$ cat src/rtl/capture_pkg.sv
// Shared types and defaults for the trigger-driven capture buffer controller.
package capture_pkg;

  typedef enum logic [1:0] {
    IDLE  = 2'd0,
    WRITE = 2'd1,
    FULL  = 2'd2,
    READ  = 2'd3
  } cap_state_e;

  localparam int unsigned DEF_DEPTH      = 16;
  localparam int unsigned DEF_RD_LATENCY = 1;

endpackage

$ cat src/rtl/capture_addr_cnt.sv
// Address counter running 0..DEPTH-1 with synchronous clear, enable and last flag.
module capture_addr_cnt
  import capture_pkg::*;
#(
  parameter  int unsigned DEPTH  = DEF_DEPTH,
  localparam int unsigned ADDR_W = $clog2(DEPTH)
) (
  input  logic              clk,
  input  logic              i_rst_n,
  input  logic              i_clr,
  input  logic              i_en,
  output logic [ADDR_W-1:0] o_cnt,
  output logic              o_last
);

  assign o_last = (o_cnt == ADDR_W'(DEPTH - 1));

  // Returns to 0 after DEPTH-1 so non-power-of-2 depths never leave the buffer range
  always_ff @(posedge clk or negedge i_rst_n) begin
    if (!i_rst_n) begin
      o_cnt <= '0;
    end else if (i_clr) begin
      o_cnt <= '0;
    end else if (i_en) begin
      o_cnt <= o_last ? '0 : o_cnt + ADDR_W'(1);
    end
  end

endmodule

$ cat src/rtl/capture_ram_ctrl.sv
// Trigger-driven capture controller: fills DEPTH BRAM entries, then streams them out.
// Optional level re-arm after readout: define CAPTURE_AUTO_REARM_EN.
module capture_ram_ctrl
  import capture_pkg::*;
#(
  parameter  int unsigned DEPTH      = DEF_DEPTH,
  parameter  int unsigned RD_LATENCY = DEF_RD_LATENCY,
  localparam int unsigned ADDR_W     = $clog2(DEPTH)
) (
  input  logic              clk,
  input  logic              i_rst_n,
  input  logic              i_trigger,
  input  logic              i_abort,
  input  logic              i_rd_start,
  input  logic              i_rd_ready,
  output logic              o_wr_ena,
  output logic [ADDR_W-1:0] o_wr_addr,
  output logic              o_rd_ena,
  output logic [ADDR_W-1:0] o_rd_addr,
  output logic              o_rd_valid,
  output logic              o_full,
  output logic              o_busy,
  output logic              o_rd_done
);

  cap_state_e            state_q, state_d;
  logic                  trig_d, trig_vld, trig_edge;
  logic                  wr_clr, wr_en, wr_last;
  logic                  rd_clr, rd_en, rd_last;
  logic                  rd_fin;
  logic [RD_LATENCY-1:0] vld_sr;

  // trig_vld masks the first cycle after reset so a level held through reset is not an edge
  assign trig_edge = i_trigger & ~trig_d & trig_vld;

  assign wr_en  = (state_q == WRITE);
  assign wr_clr = i_abort | (state_q != WRITE);
  assign rd_en  = (state_q == READ) & o_rd_ena;
  assign rd_clr = i_abort | (state_q != READ);

  capture_addr_cnt #(.DEPTH(DEPTH)) u_wr_cnt (
    .clk     (clk),
    .i_rst_n (i_rst_n),
    .i_clr   (wr_clr),
    .i_en    (wr_en),
    .o_cnt   (o_wr_addr),
    .o_last  (wr_last)
  );

  capture_addr_cnt #(.DEPTH(DEPTH)) u_rd_cnt (
    .clk     (clk),
    .i_rst_n (i_rst_n),
    .i_clr   (rd_clr),
    .i_en    (rd_en),
    .o_cnt   (o_rd_addr),
    .o_last  (rd_last)
  );

  always_comb begin
    state_d = state_q;
    rd_fin  = 1'b0;
    if (i_abort) begin
      state_d = IDLE;
    end else begin
      case (state_q)
        IDLE:  if (trig_edge)  state_d = WRITE;
        WRITE: if (wr_last)    state_d = FULL;
        FULL:  if (i_rd_start) state_d = READ;
        READ: begin
          if (o_rd_ena && rd_last) begin
            state_d = IDLE;
            rd_fin  = 1'b1;
          end
        end
        default: state_d = IDLE;
      endcase
    end
  end

  always_ff @(posedge clk or negedge i_rst_n) begin
    if (!i_rst_n) begin
      state_q  <= IDLE;
      trig_d   <= 1'b0;
      trig_vld <= 1'b0;
    end else begin
      state_q  <= state_d;
      trig_vld <= 1'b1;
`ifdef CAPTURE_AUTO_REARM_EN
      trig_d   <= rd_fin ? 1'b0 : i_trigger;
`else
      trig_d   <= i_trigger;
`endif
    end
  end

  // Outputs are registered from the next-state decode so they align with the state register
  always_ff @(posedge clk or negedge i_rst_n) begin
    if (!i_rst_n) begin
      o_wr_ena  <= 1'b0;
      o_rd_ena  <= 1'b0;
      o_full    <= 1'b0;
      o_busy    <= 1'b0;
      o_rd_done <= 1'b0;
      vld_sr    <= '0;
    end else begin
      o_wr_ena  <= (state_d == WRITE);
      o_rd_ena  <= (state_d == READ) & i_rd_ready;
      o_full    <= (state_d == FULL) | (state_d == READ);
      o_busy    <= (state_d == WRITE) | (state_d == READ);
      o_rd_done <= rd_fin;
      vld_sr[0] <= o_rd_ena;
      for (int unsigned i = 1; i < RD_LATENCY; i++) begin
        vld_sr[i] <= vld_sr[i-1];
      end
    end
  end

  assign o_rd_valid = vld_sr[RD_LATENCY-1];

endmodule

$ cat config.mk
export PLATFORM = sky130hd
export DESIGN_NAME = capture_ram_ctrl
export DESIGN_NICKNAME = d
export VERILOG_FILES = /design/src/rtl/capture_pkg.sv /design/src/rtl/capture_addr_cnt.sv /design/src/rtl/capture_ram_ctrl.sv
export SDC_FILE = /design/constraint.sdc
export NUM_CORES = 1
export LEC_CHECK = 0
export CELL_PAD_IN_SITES_DETAIL_PLACEMENT = 1
export CELL_PAD_IN_SITES_GLOBAL_PLACEMENT = 1
export CORE_MARGIN = 4
export CORE_UTILIZATION = 35
export DETAILED_ROUTE_END_ITERATION = 8
export PLACE_DENSITY = 0.88
export SLEW_MARGIN = 25
export SYNTH_ARGS = -nofsm -noshare
export SYNTH_HDL_FRONTEND = slang
export SYNTH_SLANG_ARGS = --single-unit
$ cat constraint.sdc
create_clock -name clk -period 1.3 [get_ports clk]
set_input_delay 0.195 -clock clk [delete_from_list [all_inputs] [get_ports clk]]
set_output_delay 0.195 -clock clk [all_outputs]
set_load 0.01 [all_outputs]
==> run metrics, run 1 <==
initial antenna violation count 0; Final setup viols 0; part of the Yosys area used for sequential elements approximately 58%; placed cells 117; Vias ~620; Net Sw Power around 190 uW; crit path max fanout 3; post-route ant nets 0; met3 Track Usage GR under 10%; CP startpoint u_rd_cnt.o_cnt[1]; CP cell instances buf_6, ha_4, buf_4, a21oi_1, nor2_1, nor3_2; top cell type's share of synthesized area approximately 58%; Area Growth Syn to Fin 48.4%; dominant cells by area after synthesis dfrtp_1, nor2_1, a21oi_1; setup slack after layout 15.1 ps; Core ar. 1980 um^2; Required @ worst endpoint about 1500 ps; Cell Rows 16; critical path type register to register; Antenna diodes 0; crit path max-delay cell type dfrtp_1; post-synthesis net count 74; Comb pwr share between 6 and 7%; Static Leak around 0.53 nW; design area around 1100 um^2; worst slack, placed -6.63 ps; Ports 20; register-to-register setup slack ~15 ps; Fin Clk Skew between 4 and 5 ps; grt ovf 0; RSZ-0062 raised after global routing true; Top FF cell, synth dfrtp_1; count leader, synth dfrtp_1; Mapped Area 737 um^2; Cells after Synth 66; Worst Reg-to-Reg Cells 6; Sequential Power Share between 60% and 70%; post-synth cell types 29; number of buffers and inverters on the critical path 2; TritonRoute pass-1 iters 3; share of total power in the clock network between 30% and 40%; most frequent cells after synthesis dfrtp_1, nor2_1, a21oi_1, nand2_1, nor3_1; Post-DP Area around 1000 um^2; DRC violations left 0; number of synthesized flops with an enable pin 0; Die H about 54 um; cell family contributing the most delay on the critical path flip-flops; Num CTS Buffers 3; syn avg cell area 11.2 um^2; CP endpoint kind register; fmax between 700 and 800 MHz; Worst R2R End u_rd_cnt.o_cnt[3]; met1 global-route usage 18.1%; clk buf depth 2; # Max-Cap Violations 0; clock transition at the registers of the reported paths roughly 90 ps; switching power share of the total around 22%; Max stage delay on crit path around 400 ps; largest net degree at the start of global routing 18; share of layout cells above drive strength 1 about 26%; pwr/cell area ~800 nW/um^2; Reg2Reg Launch Point u_rd_cnt.o_cnt[1]; area leader, netlist dfrtp_1; layer with the highest usage met2; Port Buf Inserts 19; outcome complete, no violations; final wirelength between 1500 and 2000 um; NumNets Final 110; final slew viol count 0; post-route clock period utilization between 90% and 100%; crit path DAT roughly 1500 ps; Worst path depth 6; DR WL/cell approximately 15 um; final hold vios 0; vias per std cell a little under 5; first-pass GRT wire length 2990 um; Pint 685 uW; die width 53.9 um; vias in the first global route 645; Starting Density 37.2%; Iter 0 DRT Violations 2; H-tree depth 1; Yosys reg bits 17; Worst Hold Class input port to async pin; global-route met2 utilization a little under a quarter; gr usage total ~15%; Peak supply drop just under 600 uV; GPL Wtd Cong approximately 0.76; Die Area about 2900 um^2; dpl hpwl 1280 um; Hold WS approximately 210 ps; synthesis warning total 0; Worst Setup EP u_rd_cnt.o_cnt[3]; CTS tree yes; element type at the critical path start register; Async S/R FF share, synth 100%; CTS Hold Bufs 0; clk sinks 17; post-layout minimum cycle time ~1300 ps; Clk Latency, worst-skew pair between 200 and 300 ps; final std cells w/o fill approximately 130; Root Driver clkbuf_4
==> logic make-up (layout without fill, tap and decap cells) <==
kind of cell	after synthesis	after routing	synth area share, %
adders and majority gates	2	2	3.40
and+or+nand+nor	30	30	22.6
DFF	17	17	57.7
AOI/OAI and AO/OA	9	9	7.98
xor gates and xnor gates	2	2	2.38
other	1	1	0.509
muxes	2	2	2.72
buffers and inverters	3	38	2.72
==> stage by stage <==
step	util [%]	setup TNS [ps]	total power [mW]
detailed placement	50.3	-6.63	0.609
floorplan	-	0	0.566
global route	55.2	-96.5	0.919
CTS	53.1	0	0.882
global placement	50.3	0	0.608
finish	55.2	0	0.875
==> registers in the layout, summed over array words and instances (netlist names) <==
| register | count |
|---|---|
| u_rd_cnt.o_cnt | 4 |
| state_q | 1 |
| o_rd_valid | 1 |
| o_busy | 1 |
| o_rd_done | 1 |
| u_wr_cnt.o_cnt | 4 |
| o_wr_ena | 1 |
| o_rd_ena | 1 |
| trig_d | 1 |
| trig_vld | 1 |
| o_full | 1 |
==> power groups by stage <==
stage,Combinational [mW],Clock [mW],Sequential (mW)
after global routing,0.0646,0.314,0.541
after detailed placement,0.0595,0,0.550
after global placement,0.0591,0,0.549
final,0.0587,0.277,0.539
after CTS,0.0600,0.283,0.538
after floorplan,0.0150,0,0.551
==> cells in the final DEF, fill, tap and decap left out <==
cell and instances:
nand4b_1 1, nand2_1 4, a21o_1 1, clkdlybuf4s50_1 5, mux2i_1 2, a41oi_1 1
nand3b_1 2, nand2_2 1, dfrtp_1 15, and3_4 1, nand3_1 2, nor2_1 9
inv_1 1, and3b_1 1, nand4_1 1, ha_4 2, nand2b_1 1, dfrtp_2 2
clkbuf_4 3, buf_6 1, xor2_1 1, buf_4 13, xnor2_1 1, nor3_1 3
a21oi_1 4, nor2b_1 1, conb_1 1, dlygate4sd2_1 14, a21oi_2 1, o21ai_0 1
clkbuf_1 1, and3_1 1, a211oi_2 1, and2b_1 1, nor3_2 1
==> how the worst min path moves through the flow <==
| stage | from | endpoint | cells after the start |
|---|---|---|---|
| floorplan | i_rst_n | o_busy | 0 |
| global placement | u_wr_cnt.o_cnt[0] | u_wr_cnt.o_cnt[0] | 1 |
| detailed placement | u_wr_cnt.o_cnt[0] | u_wr_cnt.o_cnt[0] | 1 |
| CTS | i_rst_n | state_q[1] | 2 |
| global route | i_rst_n | trig_vld | 2 |
| finish | i_rst_n | state_q[1] | 2 |
==> final cells by class <==
class	count	area, um^2
multi-input cells	46	320
repair buffers	33	282
clock buffers	4	26.3
flip-flops and latches	17	428
well taps	27	33.8
fillers	226	888
inverters	1	3.75
==> layer usage <==
metal / wire length (um) / vias to the layer above
met2: 923 / 17
met3: 89 / 8
met4: 72 / 0
met1: 807 / 304
li1: - / 295
met5: 0 / -
==> worst register-to-register path, stage by stage, from the launching register on <==
cell and delay (ps):
dfrtp_1 400, buf_6 130, ha_4 150, buf_4 140, a21oi_1 170, nor2_1 100, nor3_2 120
==> repair_timing <==
item / 4_1_cts / 5_1_grt
gates resized for setup: 17 / 5
setup endpoints to repair: 14 / 7
pin swaps: 3 / 3
setup buffers: 5 / 4
Note: power is estimated with default switching activity, not from simulation.
==> run 2: changes to the inputs <==
CAP_MARGIN = 20   (was not set)
PLACE_DENSITY = 0.76   (was 0.88)
==> run metrics, run 2 (same netlist as run 1, synthesis figures left out) <==
outcome finished, violations left; violated checks negative setup slack; overall power 880 uW (+0.58%); number of buffers and inverters on the critical path 2 (unchanged); clk sinks 17 (unchanged); Ports 20 (unchanged); Area Growth Syn to Fin 50.8%; crit path max fanout 4 (+1); post-route ant nets 0 (unchanged); Post-Route Setup TNS -73.9 ps (-73.9 ps); crit path max-delay cell type dfrtp_1; grt ovf 0 (unchanged); Die Area 2900 um^2 (unchanged); die width 53.9 um (unchanged); Core ar. 1980 um^2 (unchanged); clk buf depth 2 (unchanged); Multi-input gate area 338 um^2 (+5.5%); Final setup viols 2 (+2); setup slack after layout -47.5 ps (-62.6 ps); GPL Wtd Cong 0.787 (+3.0%); Fin Clk Skew 0.849 ps (-3.61 ps); initial antenna violation count 0 (unchanged); first-pass GRT wire length 3110 um (+3.7%); DRC violations left 0 (unchanged); CTS tree yes; Cell Rows 16 (unchanged); Clk Latency, worst-skew pair 290 ps (about the same); vias per std cell 4.88 (unchanged); H-tree depth 1 (unchanged); Num CTS Buffers 3 (unchanged); element type at the critical path start register; clock transition at the registers of the reported paths 90 ps (about the same); Vias 624 (unchanged); Peak supply drop 652 uV (+10%); largest net degree at the start of global routing 18 (unchanged); RSZ-0062 raised after global routing true; share of layout cells above drive strength 1 27.7% (+2.0 points); Root Driver clkbuf_4; final slew viol count 0 (unchanged); Worst Hold Class input port to async pin; Port Buf Inserts 19 (unchanged); Required @ worst endpoint 1490 ps (-20 ps); pwr/cell area 792 nW/um^2 (-1.0%); gr usage total 16.1% (+1.0 points); fmax 742 MHz (-4.6%); NumNets Final 110 (unchanged); CTS Hold Bufs 0 (unchanged); Starting Density 37.2% (unchanged); Antenna diodes 0 (unchanged); DR WL/cell 15.0 um (+1.5%); Die H 53.9 um (unchanged); Iter 0 DRT Violations 4 (+2); cell family contributing the most delay on the critical path flip-flops; commonest cells after routing, fill and taps aside dfrtp_1, dlygate4sd2_1, buf_4, nor2_1, clkdlybuf4s50_1; final wirelength 1920 um (+1.5%); Reg area 427 um^2 (-0.29%); dpl hpwl 1400 um (+9.3%); biggest regs u_rd_cnt.o_cnt (4), u_wr_cnt.o_cnt (4); Static Leak 0.534 nW (+0.21%); post-route clock period utilization 104% (+4.8 points); leading cell type in the layout, fill and taps excluded dfrtp_1; post-layout minimum cycle time 1350 ps (+62.6 ps); # fillers 216 (-4.4%); critical path type register to register; final hold vios 0 (unchanged); CP endpoint kind register; CP cell instances buf_6, ha_4, and3_4, buf_4, nor3_1; TritonRoute pass-1 iters 4 (+1); # Max-Cap Violations 0 (unchanged); vias in the first global route 659 (+2.2%); crit path DAT 1540 ps (+40 ps); Max stage delay on crit path 420 ps (+20 ps)
run 2: power breakdown:
part           leakage (nW)  switching (mW)  internal (mW)  total, mW
sequential            0.230         0.00319          0.536      0.539
clock                0.0150           0.159          0.120      0.279
combinational         0.289          0.0313         0.0308     0.0621
run 2: path summary, 6_finish.rpt:
check                                  startpoint                end  slack, ps  cells after the start
min in group clk                        i_trigger             trig_d        360                      1
max in group asynchronous                 i_rst_n  u_wr_cnt.o_cnt[1]        890                      2
worst min-delay path                      i_rst_n             o_full        210                      2
worst max register to register  u_wr_cnt.o_cnt[0]  u_wr_cnt.o_cnt[0]        -50                      5
worst max-delay path            u_wr_cnt.o_cnt[0]  u_wr_cnt.o_cnt[0]        -50                      5
worst min register to register  u_wr_cnt.o_cnt[3]  u_wr_cnt.o_cnt[3]        600                      2
run 2: area by class of cell:
type | instances | area share [%]
Multi-Input combinational cell | 46 | 30.4
Timing Repair Buffer | 33 | 25.5
Tap cell | 27 | 3.04
Sequential cell | 17 | 38.4
Inverter | 1 | 0.338
Clock buffer | 4 | 2.36
run 2: repair_timing:
action	in CTS	in global routing
hold endpoints to repair	0	0
pin swaps	3	4
setup buffers	4	2
gates cloned	0	0
endpoints found under the setup margin	14	5
gates resized for setup	18	9
run 2: per-layer routing:
metal / up-vias / track usage, % / wire length (um) / share of wire, %
met2: 15 / 27.8 / 978 / 51
met5: - / 0 / 0 / 0
met3: 4 / 5.82 / 85 / 4.4
met1: 308 / 17.3 / 820 / 43
li1: 297 / - / - / -
met4: 0 / 7.66 / 36 / 1.9
run 2: through the flow:
stage	worst slack (ps)	instance area (um^2)	instances	util (%)	hold slack (ps)
finish	-47.5	1110	128	56.1	209
floorplan	40.2	737	66	-	-101
CTS	-6.14	1060	126	53.3	211
global route	-107	1110	128	56.1	218
detailed placement	23.6	1000	118	50.7	540
global placement	55.1	1000	118	50.7	502
